[config.mk]
export PLATFORM = sky130hd
export DESIGN_NAME = qspi_ahb_master_itf
export DESIGN_NICKNAME = d
export VERILOG_FILES = /design/src/rtl/qspi_ahb_pkg.sv /design/src/rtl/qspi_ahb_addr_gen.sv /design/src/rtl/qspi_ahb_master_itf.sv
export SDC_FILE = /design/constraint.sdc
export NUM_CORES = 1
export LEC_CHECK = 0
export CAP_MARGIN = 30
export CORE_ASPECT_RATIO = 1.1
export CORE_MARGIN = 3
export CORE_UTILIZATION = 45
export CTS_BUF_LIST = sky130_fd_sc_hd__clkbuf_16
export DETAILED_ROUTE_END_ITERATION = 10
export GPL_TIMING_DRIVEN = 0
export HOLD_SLACK_MARGIN = 0.08
export PLACE_DENSITY = 0.77
export SLEW_MARGIN = 20
export SYNTH_ARGS = -nofsm -noshare
export SYNTH_HDL_FRONTEND = slang
export SYNTH_SLANG_ARGS = --single-unit
[constraint.sdc]
create_clock -name hclk_i -period 6.2 [get_ports hclk_i]
set_input_delay 1.24 -clock hclk_i [delete_from_list [all_inputs] [get_ports hclk_i]]
set_output_delay 1.24 -clock hclk_i [all_outputs]
set_load 0.02 [all_outputs]
[src/rtl/qspi_ahb_pkg.sv]
// Shared AHB-Lite encodings, master FSM state codes and command legality check.
package qspi_ahb_pkg;

    localparam logic [1:0] HTRANS_IDLE = 2'b00;
    localparam logic [1:0] HTRANS_BUSY = 2'b01;
    localparam logic [1:0] HTRANS_NSEQ = 2'b10;
    localparam logic [1:0] HTRANS_SEQ  = 2'b11;

    localparam logic [2:0] HBURST_SINGLE = 3'b000;
    localparam logic [2:0] HBURST_INCR   = 3'b001;

    localparam logic [2:0] HSIZE_HALF = 3'b001;
    localparam logic [2:0] HSIZE_WORD = 3'b010;

    // ERROR, RETRY and SPLIT are all handled as an error response
    localparam logic [1:0] HRESP_OKAY = 2'b00;

    localparam logic [2:0] ST_IDLE  = 3'd0;
    localparam logic [2:0] ST_ADDR  = 3'd1;
    localparam logic [2:0] ST_BURST = 3'd2;
    localparam logic [2:0] ST_LAST  = 3'd3;
    localparam logic [2:0] ST_ERR1  = 3'd4;

    // A command is legal if size is byte/half/word, beats in range, address aligned
    function automatic logic cmd_legal(input logic [1:0]  addr_lo,
                                       input logic [1:0]  size,
                                       input logic [31:0] beats,
                                       input logic [31:0] max_beats);
        logic ok;
        ok = 1'b1;
        if (size == 2'd3) ok = 1'b0;
        if (beats == 32'd0 || beats > max_beats) ok = 1'b0;
        if ({1'b0, size} == HSIZE_HALF && addr_lo[0]) ok = 1'b0;
        if ({1'b0, size} == HSIZE_WORD && addr_lo != 2'b00) ok = 1'b0;
        return ok;
    endfunction

endpackage

[src/rtl/qspi_ahb_addr_gen.sv]
// Incrementing AHB address generator with 1KB-boundary detection.
module qspi_ahb_addr_gen (
    input  logic [31:0] addr_i,
    input  logic [1:0]  size_i,
    output logic [31:0] next_o,
    output logic        cross_1k_o
);

    // Next beat address and whether it starts a new 1KB page
    always_comb begin
        next_o     = addr_i + (32'd1 << size_i);
        cross_1k_o = (next_o[9:0] == 10'd0);
    end

endmodule

[src/rtl/qspi_ahb_master_itf.sv]
// AHB-Lite master: one command becomes a SINGLE/INCR transfer with pipelined
// address/data phases, BUSY on write-data stalls, NSEQ at 1KB pages and
// two-cycle error cancel.
module qspi_ahb_master_itf
    import qspi_ahb_pkg::*;
#(
    parameter int MAX_BEATS = 16,
    parameter int BEAT_W    = 5
) (
    input  logic              hclk_i,
    input  logic              hreset_i,
    input  logic              cmd_val_i,
    output logic              cmd_rdy_o,
    input  logic [31:0]       cmd_addr_i,
    input  logic              cmd_rd_i,
    input  logic [1:0]        cmd_size_i,
    input  logic [BEAT_W-1:0] cmd_beats_i,
    input  logic              wdat_val_i,
    output logic              wdat_rdy_o,
    input  logic [31:0]       wdat_i,
    output logic              rdat_val_o,
    output logic [31:0]       rdat_o,
    output logic              done_o,
    output logic              err_o,
    output logic [31:0]       haddr_o,
    output logic [1:0]        htrans_o,
    output logic              hwrite_o,
    output logic [2:0]        hsize_o,
    output logic [2:0]        hburst_o,
    output logic [31:0]       hwdata_o,
    input  logic              hready_i,
    input  logic [1:0]        hresp_i,
    input  logic [31:0]       hrdata_i
);

    logic [2:0]        state_q, state_d;
    logic [31:0]       addr_q, addr_d;
    logic [BEAT_W-1:0] rem_q, rem_d;
    logic              first_q, first_d, bnd_q, bnd_d, rd_q, rd_d, dp_q, dp_d;
    logic [1:0]        size_q, size_d;
    logic [31:0]       wbuf_q, wbuf_d;
    logic [1:0]        htrans_q, htrans_d;
    logic [31:0]       haddr_q, haddr_d, hwdata_q, hwdata_d, rdat_q, rdat_d;
    logic              hwrite_q, hwrite_d, rdat_val_q, rdat_val_d;
    logic              done_q, done_d, err_q, err_d;
    logic [2:0]        hsize_q, hsize_d, hburst_q, hburst_d;

    logic [31:0]       s_addr, g_next;
    logic [1:0]        s_size;
    logic [BEAT_W-1:0] s_rem;
    logic              s_first, s_bnd, s_rd, s_data, g_cross;
    logic              legal, do_slot, wdat_rdy;

    // In IDLE the issue slot works straight from the command so a read's NSEQ
    // appears the cycle after accept; otherwise it works from the held command.
    always_comb begin
        if (state_q == ST_IDLE) begin
            s_addr  = cmd_addr_i;
            s_size  = cmd_size_i;
            s_rem   = cmd_beats_i;
            s_first = 1'b1;
            s_bnd   = 1'b0;
            s_rd    = cmd_rd_i;
        end else begin
            s_addr  = addr_q;
            s_size  = size_q;
            s_rem   = rem_q;
            s_first = first_q;
            s_bnd   = bnd_q;
            s_rd    = rd_q;
        end
        s_data = s_rd | (wdat_val_i & (state_q != ST_IDLE));
        legal  = cmd_legal(cmd_addr_i[1:0], cmd_size_i, 32'(cmd_beats_i), 32'(MAX_BEATS));
    end

    qspi_ahb_addr_gen u_addr_gen (
        .addr_i     (s_addr),
        .size_i     (s_size),
        .next_o     (g_next),
        .cross_1k_o (g_cross)
    );

    // FSM, beat issue, data-phase completion and error handling
    always_comb begin
        state_d    = state_q;
        addr_d     = addr_q;
        rem_d      = rem_q;
        first_d    = first_q;
        bnd_d      = bnd_q;
        rd_d       = rd_q;
        dp_d       = dp_q;
        size_d     = size_q;
        wbuf_d     = wbuf_q;
        htrans_d   = htrans_q;
        haddr_d    = haddr_q;
        hwrite_d   = hwrite_q;
        hsize_d    = hsize_q;
        hburst_d   = hburst_q;
        hwdata_d   = hwdata_q;
        rdat_d     = rdat_q;
        rdat_val_d = 1'b0;
        done_d     = 1'b0;
        err_d      = 1'b0;
        wdat_rdy   = 1'b0;
        do_slot    = 1'b0;

        case (state_q)
            ST_IDLE: begin
                if (cmd_val_i) begin
                    if (!legal) begin
                        done_d = 1'b1;
                        err_d  = 1'b1;
                    end else begin
                        rd_d     = cmd_rd_i;
                        size_d   = cmd_size_i;
                        addr_d   = cmd_addr_i;
                        rem_d    = cmd_beats_i;
                        first_d  = 1'b1;
                        bnd_d    = 1'b0;
                        hwrite_d = ~cmd_rd_i;
                        hsize_d  = {1'b0, cmd_size_i};
                        hburst_d = (cmd_beats_i == BEAT_W'(1)) ? HBURST_SINGLE : HBURST_INCR;
                        state_d  = ST_ADDR;
                        do_slot  = 1'b1;
                    end
                end
            end
            ST_ADDR, ST_BURST, ST_LAST: begin
                if (dp_q && hresp_i != HRESP_OKAY) begin
                    htrans_d = HTRANS_IDLE;
                    rem_d    = '0;
                    if (hready_i) begin
                        dp_d    = 1'b0;
                        state_d = ST_IDLE;
                        done_d  = 1'b1;
                        err_d   = 1'b1;
                    end else begin
                        state_d = ST_ERR1;
                    end
                end else if (hready_i) begin
                    if (dp_q && !hwrite_q) begin
                        rdat_d     = hrdata_i;
                        rdat_val_d = 1'b1;
                    end
                    dp_d = htrans_q[1];
                    if (htrans_q[1]) hwdata_d = wbuf_q;
                    if (state_q == ST_LAST) begin
                        state_d = ST_IDLE;
                        done_d  = 1'b1;
                    end else begin
                        do_slot = 1'b1;
                    end
                end
            end
            ST_ERR1: begin
                htrans_d = HTRANS_IDLE;
                if (hready_i) begin
                    dp_d    = 1'b0;
                    state_d = ST_IDLE;
                    done_d  = 1'b1;
                    err_d   = 1'b1;
                end
            end
            default: state_d = ST_IDLE;
        endcase

        // Next address phase: a beat if data is available, else BUSY (IDLE before the first beat)
        if (do_slot) begin
            if (s_rem != '0) begin
                if (s_data) begin
                    htrans_d = (s_first || s_bnd) ? HTRANS_NSEQ : HTRANS_SEQ;
                    haddr_d  = s_addr;
                    addr_d   = g_next;
                    bnd_d    = g_cross;
                    rem_d    = s_rem - BEAT_W'(1);
                    first_d  = 1'b0;
                    if (!s_rd) begin
                        wdat_rdy = 1'b1;
                        wbuf_d   = wdat_i;
                    end
                end else begin
                    htrans_d = s_first ? HTRANS_IDLE : HTRANS_BUSY;
                    if (!s_first) haddr_d = s_addr;
                end
            end else begin
                htrans_d = HTRANS_IDLE;
            end
            if (state_q != ST_IDLE) begin
                if (state_q == ST_ADDR && !htrans_q[1])
                    state_d = ST_ADDR;
                else if (rem_d == '0 && !htrans_d[1])
                    state_d = ST_LAST;
                else
                    state_d = ST_BURST;
            end
        end
    end

    // State and registered outputs
    always_ff @(posedge hclk_i or posedge hreset_i) begin
        if (hreset_i) begin
            state_q    <= ST_IDLE;
            addr_q     <= '0;
            rem_q      <= '0;
            first_q    <= 1'b0;
            bnd_q      <= 1'b0;
            rd_q       <= 1'b0;
            dp_q       <= 1'b0;
            size_q     <= '0;
            wbuf_q     <= '0;
            htrans_q   <= HTRANS_IDLE;
            haddr_q    <= '0;
            hwrite_q   <= 1'b0;
            hsize_q    <= '0;
            hburst_q   <= HBURST_SINGLE;
            hwdata_q   <= '0;
            rdat_q     <= '0;
            rdat_val_q <= 1'b0;
            done_q     <= 1'b0;
            err_q      <= 1'b0;
        end else begin
            state_q    <= state_d;
            addr_q     <= addr_d;
            rem_q      <= rem_d;
            first_q    <= first_d;
            bnd_q      <= bnd_d;
            rd_q       <= rd_d;
            dp_q       <= dp_d;
            size_q     <= size_d;
            wbuf_q     <= wbuf_d;
            htrans_q   <= htrans_d;
            haddr_q    <= haddr_d;
            hwrite_q   <= hwrite_d;
            hsize_q    <= hsize_d;
            hburst_q   <= hburst_d;
            hwdata_q   <= hwdata_d;
            rdat_q     <= rdat_d;
            rdat_val_q <= rdat_val_d;
            done_q     <= done_d;
            err_q      <= err_d;
        end
    end

    assign cmd_rdy_o  = (state_q == ST_IDLE);
    assign wdat_rdy_o = wdat_rdy;
    assign rdat_val_o = rdat_val_q;
    assign rdat_o     = rdat_q;
    assign done_o     = done_q;
    assign err_o      = err_q;
    assign haddr_o    = haddr_q;
    assign htrans_o   = htrans_q;
    assign hwrite_o   = hwrite_q;
    assign hsize_o    = hsize_q;
    assign hburst_o   = hburst_q;
    assign hwdata_o   = hwdata_q;

endmodule
==> results.sh, run 1 <==
export IMPL_fill_cells=1624
export IMPL_drtIter0Drc=665
export IMPL_cts_sinks=181
export IMPL_cpPeakStageDelay_ps=570
export IMPL_hp_start="rdat_o[23]"
export IMPL_syn_area_per_cell_um2=9.52
export IMPL_critPathBufInv=5
export IMPL_core_region_area_um2=19400
export IMPL_htree_num_levels=4
export IMPL_yosys_warnings=0
export IMPL_clkLatencyLatePin_ps=440
export IMPL_die_width_um=141
export IMPL_hold_viol=0
export IMPL_routabilityCongestion=0.956
export IMPL_relSlewSlack_pct=51.6
export IMPL_die_area_um2=21700
export IMPL_clkSlewWorstSetupHoldPaths_ps=80
export IMPL_cp_slowest_cell="clkdlybuf4s50_1"
export IMPL_drc=0
export IMPL_grt_overflow=0
export IMPL_initial_utilization_pct=46.4
export IMPL_p_per_area_nw_per_um2=538
export IMPL_die_y_um=154
export IMPL_cts_tree="done"
export IMPL_cp_start_kind="input port"
export IMPL_max_cap_violations=0
export IMPL_tightestPinTransition_ps=726
export IMPL_path_cells="clkdlybuf4s50_1, inv_1, nor2_1, a21oi_1, ha_1, or3b_2, nor3_1, a21oi_1, and4b_1, clkbuf_1, buf_2, clkdlybuf4s50_1"
export IMPL_syn_instance_count=943
export IMPL_r2r_start="state_q[1]"
export IMPL_via_count=8070
export IMPL_fmax_mhz=177
export IMPL_status="completed"
export IMPL_cts_buffer_depth=2
export IMPL_wl_per_cell_um=18.4
export IMPL_whs_path_depth=2
export IMPL_yosys_register_bits=181
export IMPL_port_buffers=216
export IMPL_grtUsageTotal_pct=24.1
export IMPL_finalSetupViolCount=0
export IMPL_endpoint_kind="output pin"
export IMPL_synth_distinct_cells=68
export IMPL_firstDrtPassIters=6
export IMPL_fin_crit_ps=5630
export IMPL_ff_latch_area_um2=4530
export IMPL_critPathMaxFanout=10
export IMPL_p_leak_uw=0.00528
export IMPL_multiInputGateArea_um2=4140
export IMPL_io_pins=221
export IMPL_setup_ws_ps=566
export IMPL_dp_hpwl_mm=19.4
export IMPL_post_place_ws_ps=589
export IMPL_grt_max_degree=101
export IMPL_ys_seq_area_share_pct=50.4
export IMPL_path_depth=12
export IMPL_peakVddDrop_mv=0.234
export IMPL_grt_pass1_vias=8102
export IMPL_num_nets_final=1297
export IMPL_setup_worst_path_start="cmd_beats_i[0]"
export IMPL_cp_required_ps=4960
export IMPL_synth_edf_count=0
export IMPL_cp_top_family="buffers and inverters"
export IMPL_grt_setup_unrepaired="no"
export IMPL_dp_cells=1409
export IMPL_rr_worst_depth=19
export IMPL_grt_pass1_wl_mm=42.1
export IMPL_worstSetupPathType="input port to output pin"
export IMPL_std_cell_rows=53
export IMPL_critical_path_arrival_ps=4390
export IMPL_async_reset_ff_share_pct=100
export IMPL_yosys_most_used_dff="dfrtp_1"
export IMPL_ant_nets=0
export IMPL_finalCritPeriodShare_pct=90.9
export IMPL_cts_root_buf="clkbuf_16"
export IMPL_cts_buffers=17
export IMPL_drv_slew=0
export IMPL_syn_area_um2=8980
export IMPL_syn2layout_area_growth_pct=34.9
export IMPL_antenna_found_initial=0
export IMPL_instances_no_fill=1440
export IMPL_wirelength_mm=26.4
export IMPL_hold_class="register to register"
export IMPL_via_per_inst=5.60
export IMPL_n_antenna_cell=0
export IMPL_post_route_cells_drive_above_1_share_pct=11.4
export IMPL_finClkSkew_ps=15.9
synthesized netlist by cell type (all sizes together), types with 2 or more instances:
| master | number | area, µm² |
|---|---|---|
| xnor2 | 12 | 105 |
| nand4 | 7 | 43.8 |
| a41oi | 2 | 17.5 |
| clkbuf | 38 | 143 |
| nand3 | 33 | 170 |
| nor4 | 5 | 31.3 |
| nand3b | 10 | 87.6 |
| xor2 | 4 | 35.0 |
| nor3b | 2 | 15.0 |
| o31a | 2 | 17.5 |
| o21a | 2 | 15.0 |
| a21oi | 61 | 309 |
| a41o | 3 | 30.0 |
| o31ai | 6 | 45.0 |
| o22ai | 7 | 43.8 |
| and4 | 2 | 17.5 |
| a21o | 4 | 30.0 |
| or3 | 6 | 42.5 |
| or2 | 2 | 12.5 |
| a211oi | 7 | 52.6 |
| o211ai | 3 | 22.5 |
| nor2 | 56 | 213 |
| a21boi | 3 | 33.8 |
| dfrtp | 181 | 4530 |
| nor3 | 17 | 85.1 |
| inv | 14 | 52.6 |
| nand2 | 217 | 815 |
| o21ai | 59 | 299 |
| and2 | 4 | 25.0 |
| mux2i | 29 | 290 |
| and3 | 8 | 50.1 |
| ha | 5 | 62.6 |
| buf | 22 | 129 |
| mux2 | 69 | 777 |
| and4b | 2 | 20.0 |
| a31oi | 11 | 68.8 |
| or4 | 2 | 15.0 |
| nor2b | 2 | 12.5 |
| o32ai | 8 | 70.1 |
final cells by class:
type,instances,area share (%)
timing repair buffer,217,18.1
multi-input combinational,690,34.1
inverter,14,0.496
clock buffer,17,3.51
tap,247,2.55
clock inverter,15,1.63
buffer,59,2.22
sequential,181,37.4
registers in the layout, indices dropped and copies added, names as in the netlist, 2 cells and up:
register / count
haddr_o: 32
rdat_o: 32
htrans_o: 2
hsize_o: 2
addr_q: 32
wbuf_q: 32
rem_q: 5
hwdata_o: 32
state_q: 3
cells by family (layout without fill, tap and decap cells):
family                   count (synthesis)  in the layout  synth area share (%)
AO/OA/AOI/OAI                          187            187                  12.6
XOR/XNOR                                16             16                  1.56
adder cells (fa/ha/maj)                  6              6                 0.919
buffers and inverters                   74            322                  3.61
flip-flops                             181            181                  50.4
multiplexers                            98             98                  11.9
other                                    1              3                0.0418
AND/OR/NAND/NOR                        380            380                  18.9
cells in the final DEF, fill, tap and decap left out, types with 5 or more instances in the layout:
cell | synthesis | routed
nand2_1 | 217 | 217
clkdlybuf4s50_1 | 0 | 216
dfrtp_1 | 181 | 181
mux2_2 | 69 | 69
a21oi_1 | 60 | 60
o21ai_0 | 57 | 57
nor2_1 | 55 | 55
clkbuf_1 | 38 | 36
nand3_1 | 32 | 32
mux2i_1 | 29 | 29
nor3_1 | 17 | 17
clkbuf_16 | 0 | 17
buf_2 | 13 | 13
xnor2_1 | 12 | 12
inv_1 | 13 | 12
a31oi_1 | 11 | 11
nand3b_1 | 9 | 9
and3_1 | 8 | 8
o32ai_1 | 8 | 8
nand4_1 | 7 | 7
o22ai_1 | 7 | 7
a211oi_1 | 7 | 7
o31ai_1 | 6 | 6
clkinv_8 | 0 | 6
or3_1 | 5 | 5
nor4_1 | 5 | 5
ha_1 | 5 | 5
metal layers:
| metal | up-vias | routed length (µm) | share of wire (%) | track usage [%] |
|---|---|---|---|---|
| met2 | 422 | 12800 | 48 | 40.7 |
| met5 | - | 0 | 0 | 0 |
| met3 | 48 | 3050 | 12 | 9.34 |
| li1 | 3757 | - | - | - |
| met1 | 3843 | 10100 | 38 | 28.8 |
| met4 | 0 | 555 | 2.1 | 6.88 |
stage by stage:
step	area [µm²]	total power, µW	utilization (%)	setup TNS [ps]	hold WS (ps)
after global routing	12100	6950	62.6	0	496
after floorplan	8990	4100	-	0	457
after CTS	12100	6540	62.6	0	481
after global placement	11500	5330	59.2	-450330	457
final	12100	6520	62.6	0	473
after detailed placement	11500	5400	59.4	0	461
worst paths after layout:
kind / to / slack (ps)
setup reg to reg: addr_q[31] / 1140
max in group asynchronous: hwdata_o[21] / 4030
min in group asynchronous: rdat_o[15] / 1290
hold / removal: rdat_o[23] / 470
hold reg to reg: rdat_o[23] / 470
setup / recovery: wdat_rdy_o / 570
worst reg2reg max path: cells and delay by family (launching register included):
kind / cells / cell delay (ps)
AOI/OAI and AO/OA: 4 / 1060
DFF: 1 / 380
buffers and inverters: 8 / 1940
and+or+nand+nor: 6 / 1350
adders and majority gates: 1 / 220
what timing repair did:
action	in CTS	in global routing
setup endpoints to repair	0	1
resized for setup	0	2
hold buffers	0	0
setup buffers	0	0
report_power, final:
part           leakage (µW)  total (µW)  switching [µW]  internal (µW)
logic               0.00276        3350            1890           1460
registers           0.00222        2060             332           1720
clock network      0.000297        1120             560            556
No activity file was read; power rests on OpenSTA's default activity.
==> inputs of run 2 (changes only) <==
--- a/config.mk
+++ b/config.mk
@@ -5,15 +5,17 @@
 export SDC_FILE = /design/constraint.sdc
 export NUM_CORES = 1
 export LEC_CHECK = 0
+export ABC_AREA = 1
 export CAP_MARGIN = 30
 export CORE_ASPECT_RATIO = 1.1
 export CORE_MARGIN = 3
-export CORE_UTILIZATION = 45
+export CORE_UTILIZATION = 46
 export CTS_BUF_LIST = sky130_fd_sc_hd__clkbuf_16
 export DETAILED_ROUTE_END_ITERATION = 10
 export GPL_TIMING_DRIVEN = 0
 export HOLD_SLACK_MARGIN = 0.08
-export PLACE_DENSITY = 0.77
+export PLACE_DENSITY = 0.78
+export SKIP_CTS_REPAIR_TIMING = 1
 export SLEW_MARGIN = 20
 export SYNTH_ARGS = -nofsm -noshare
 export SYNTH_HDL_FRONTEND = slang
==> results.sh, run 2 <==
export IMPL_fin_area_um2=12400
export IMPL_num_nets_final=1560
export IMPL_clkSlewWorstSetupHoldPaths_ps=70
export IMPL_synth_common_cells="nand2_1, dfrtp_1, o21ai_0"
export IMPL_hold_path_endpoint="rdat_o[23]"
export IMPL_grt_overflow=0
export IMPL_synth_edf_count=0
export IMPL_final_cell_mix="nand2_1, clkdlybuf4s50_1, dfrtp_1"
export IMPL_power_switching_uw=2780
export IMPL_power_frac_comb_pct=51.0
export IMPL_r2r_end="addr_q[10]"
export IMPL_ant_nets=0
export IMPL_fmax_mhz=191
export IMPL_cts_tree="done"
export IMPL_fin_setup_tns_ps=0
export IMPL_post_place_ws_ps=971
export IMPL_dp_hpwl_mm=20.8
export IMPL_finClkSkew_ps=8.96
export IMPL_cts_buffer_depth=2
export IMPL_relSlewSlack_pct=44.5
export IMPL_endpoint_kind="output pin"
export IMPL_status="completed"
export IMPL_worst_hold_slack_ps=472
export IMPL_syn_area_per_cell_um2=7.67
export IMPL_std_cell_rows=53
export IMPL_synth_top_area_share_pct=49.1
export IMPL_die_y_um=155
export IMPL_antenna_found_initial=1
export IMPL_r2r_setup_slack_ps=2190
export IMPL_wirelength_mm=27.3
export IMPL_p_int_uw=3510
export IMPL_synth_xor_area_share_pct=1.42
export IMPL_yosys_most_used_dff="dfrtp_1"
export IMPL_async_reset_ff_share_pct=100
export IMPL_cp_start_kind="input port"
export IMPL_grtUsageTotal_pct=25.2
export IMPL_hold_class="register to register"
export IMPL_grt_max_degree=96
export IMPL_grt_pass1_wl_mm=44.1
export IMPL_seqPwrFrac_pct=31.2
export IMPL_core_region_area_um2=19400
export IMPL_hp_start="rdat_o[23]"
export IMPL_grt_setup_unrepaired="no"
export IMPL_grt_pass1_vias=8529
export IMPL_finalSetupViolCount=0
export IMPL_port_buffers=217
export IMPL_fill_cells=1706
export IMPL_cts_sinks=181
export IMPL_wl_per_cell_um=16.0
export IMPL_clkLatencyLatePin_ps=430
export IMPL_yosys_register_bits=181
export IMPL_worstSetupPathType="input port to output pin"
export IMPL_syn_instance_count=1204
export IMPL_rr_worst_depth=18
export IMPL_clkPwrFrac_pct=17.8
export IMPL_whs_path_depth=2
export IMPL_setup_ws_ps=968
export IMPL_synth_fa_ha_area_share_pct=0.895
export IMPL_synth_mux_area_share_pct=0
export IMPL_peakVddDrop_mv=0.292
export IMPL_cp_required_ps=4960
export IMPL_cts_root_buf="clkbuf_16"
export IMPL_drv_slew=0
export IMPL_yosys_warnings=0
export IMPL_routabilityCongestion=0.950
export IMPL_finalCritPeriodShare_pct=84.4
export IMPL_firstDrtPassIters=5
export IMPL_synth_top_family_by_area="simple AND/OR/NAND/NOR gates"
export IMPL_ff_latch_area_um2=4530
export IMPL_ys_seq_area_share_pct=49.1
export IMPL_critPathMaxFanout=10
export IMPL_drtIter0Drc=723
export IMPL_htree_num_levels=4
export IMPL_synth_top_cell_by_area="dfrtp_1"
export IMPL_initial_utilization_pct=47.5
export IMPL_hold_viol=0
export IMPL_drc=0
export IMPL_die_area_um2=21800
export IMPL_synth_distinct_cells=44
export IMPL_die_width_um=141
export IMPL_mostFrequentLayoutCell="nand2_1"
export IMPL_sw_frac_of_total_pct=44.2
export IMPL_synth_area_leaders="dfrtp_1, nand2_1, o21ai_0, inv_1, nand3_1"
export IMPL_p_leak_uw=0.00598
export IMPL_r2r_start="state_q[2]"
export IMPL_critical_path_arrival_ps=3990
export IMPL_syn2layout_area_growth_pct=34.0
export IMPL_cts_buffers=17
export IMPL_max_cap_violations=0
export IMPL_fin_crit_ps=5230
export IMPL_post_route_cells_drive_above_1_share_pct=8.79
export IMPL_synth_simple_gate_area_share_pct=28.2
export IMPL_yosysMostFrequentCell="nand2_1"
export IMPL_synth_compound_area_share_pct=11.7
export IMPL_tightestPinTransition_ps=825
export IMPL_placed_area_um2=11800
export IMPL_via_count=8798
export IMPL_p_per_area_nw_per_um2=508
export IMPL_syn_area_um2=9230
export IMPL_via_per_inst=5.16
export IMPL_io_pins=221
export IMPL_multiInputGateArea_um2=3900
run 2: changes by cell type after synthesis, moves of 17 or more:
cell,before,now
nand2_1,217,442
inv_1,13,130
o21ai_0,57,139
mux2_2,69,0
a21oi_1,60,6
mux2i_1,29,0
clkbuf_1,38,21
nand3_1,32,49
run 2: how the worst max path moves through the flow:
stage | endpoint | slack [ps] | cells past startpoint | startpoint
detailed placement | wdat_rdy_o | 970 | 13 | cmd_beats_i[2]
CTS | wdat_rdy_o | 960 | 13 | cmd_beats_i[2]
floorplan | addr_q[0] | 40 | 1 | hreset_i
global placement | haddr_o[24] | -2410 | 2 | hreset_i
finish | wdat_rdy_o | 970 | 13 | cmd_beats_i[2]
global route | wdat_rdy_o | 720 | 13 | cmd_beats_i[2]
run 2: critical path, stage by stage:
cell and delay, ps:
clkdlybuf4s50_1 450, nor2_1 210, nand2_1 90, nand2_2 120
nand4_2 170, nor2_2 200, inv_2 100, nand2_2 140
nand4_1 120, inv_1 90, buf_2 190, buf_2 230
clkdlybuf4s50_1 640
run 2: cell type report:
| cell class | count | area share, % |
|---|---|---|
| antenna | 1 | 0.0202 |
| buffer | 51 | 2.21 |
| clock buffer | 17 | 3.44 |
| clock inverter | 15 | 1.52 |
| inverter | 142 | 4.37 |
| multi-input combinational | 832 | 31.5 |
| sequential | 181 | 36.6 |
| tap | 247 | 2.50 |
| timing repair buffer | 218 | 17.8 |
run 2: logic make-up after synthesis:
| group | after synthesis |
|---|---|
| adders and majority gates | 6 |
| buffers and inverters | 193 |
| AOI/OAI and AO/OA | 194 |
| other | 1 |
| and+or+nand+nor | 614 |
| xor gates and xnor gates | 15 |
| DFF | 181 |
run 2: routing by layer:
| layer | share of wire [%] | vias to the layer above | global-route usage [%] |
|---|---|---|---|
| met3 | 5.9 | 64 | 3.28 |
| met4 | 3.6 | 0 | 10.7 |
| met1 | 42 | 4167 | 33.9 |
| met5 | 0 | - | 0 |
| li1 | - | 4260 | - |
| met2 | 48 | 307 | 41.2 |
run 2: power groups by stage:
| stage | combinational, µW | sequential [µW] | clock [µW] |
|---|---|---|---|
| after floorplan | 1640 | 2290 | 0 |
| after global placement | 3110 | 1960 | 0 |
| after detailed placement | 3180 | 1980 | 0 |
| after CTS | 3200 | 1960 | 1130 |
| after global routing | 3560 | 2020 | 1180 |
| final | 3210 | 1960 | 1120 |
run 2: through the flow:
stage / cells / utilization, % / power, µW
after floorplan: 1206 / - / 3930
after global placement: 1670 / 60.3 / 5060
after CTS: 1703 / 63.6 / 6290
final: 1704 / 63.7 / 6280
after global routing: 1704 / 63.7 / 6750
after detailed placement: 1671 / 60.5 / 5160
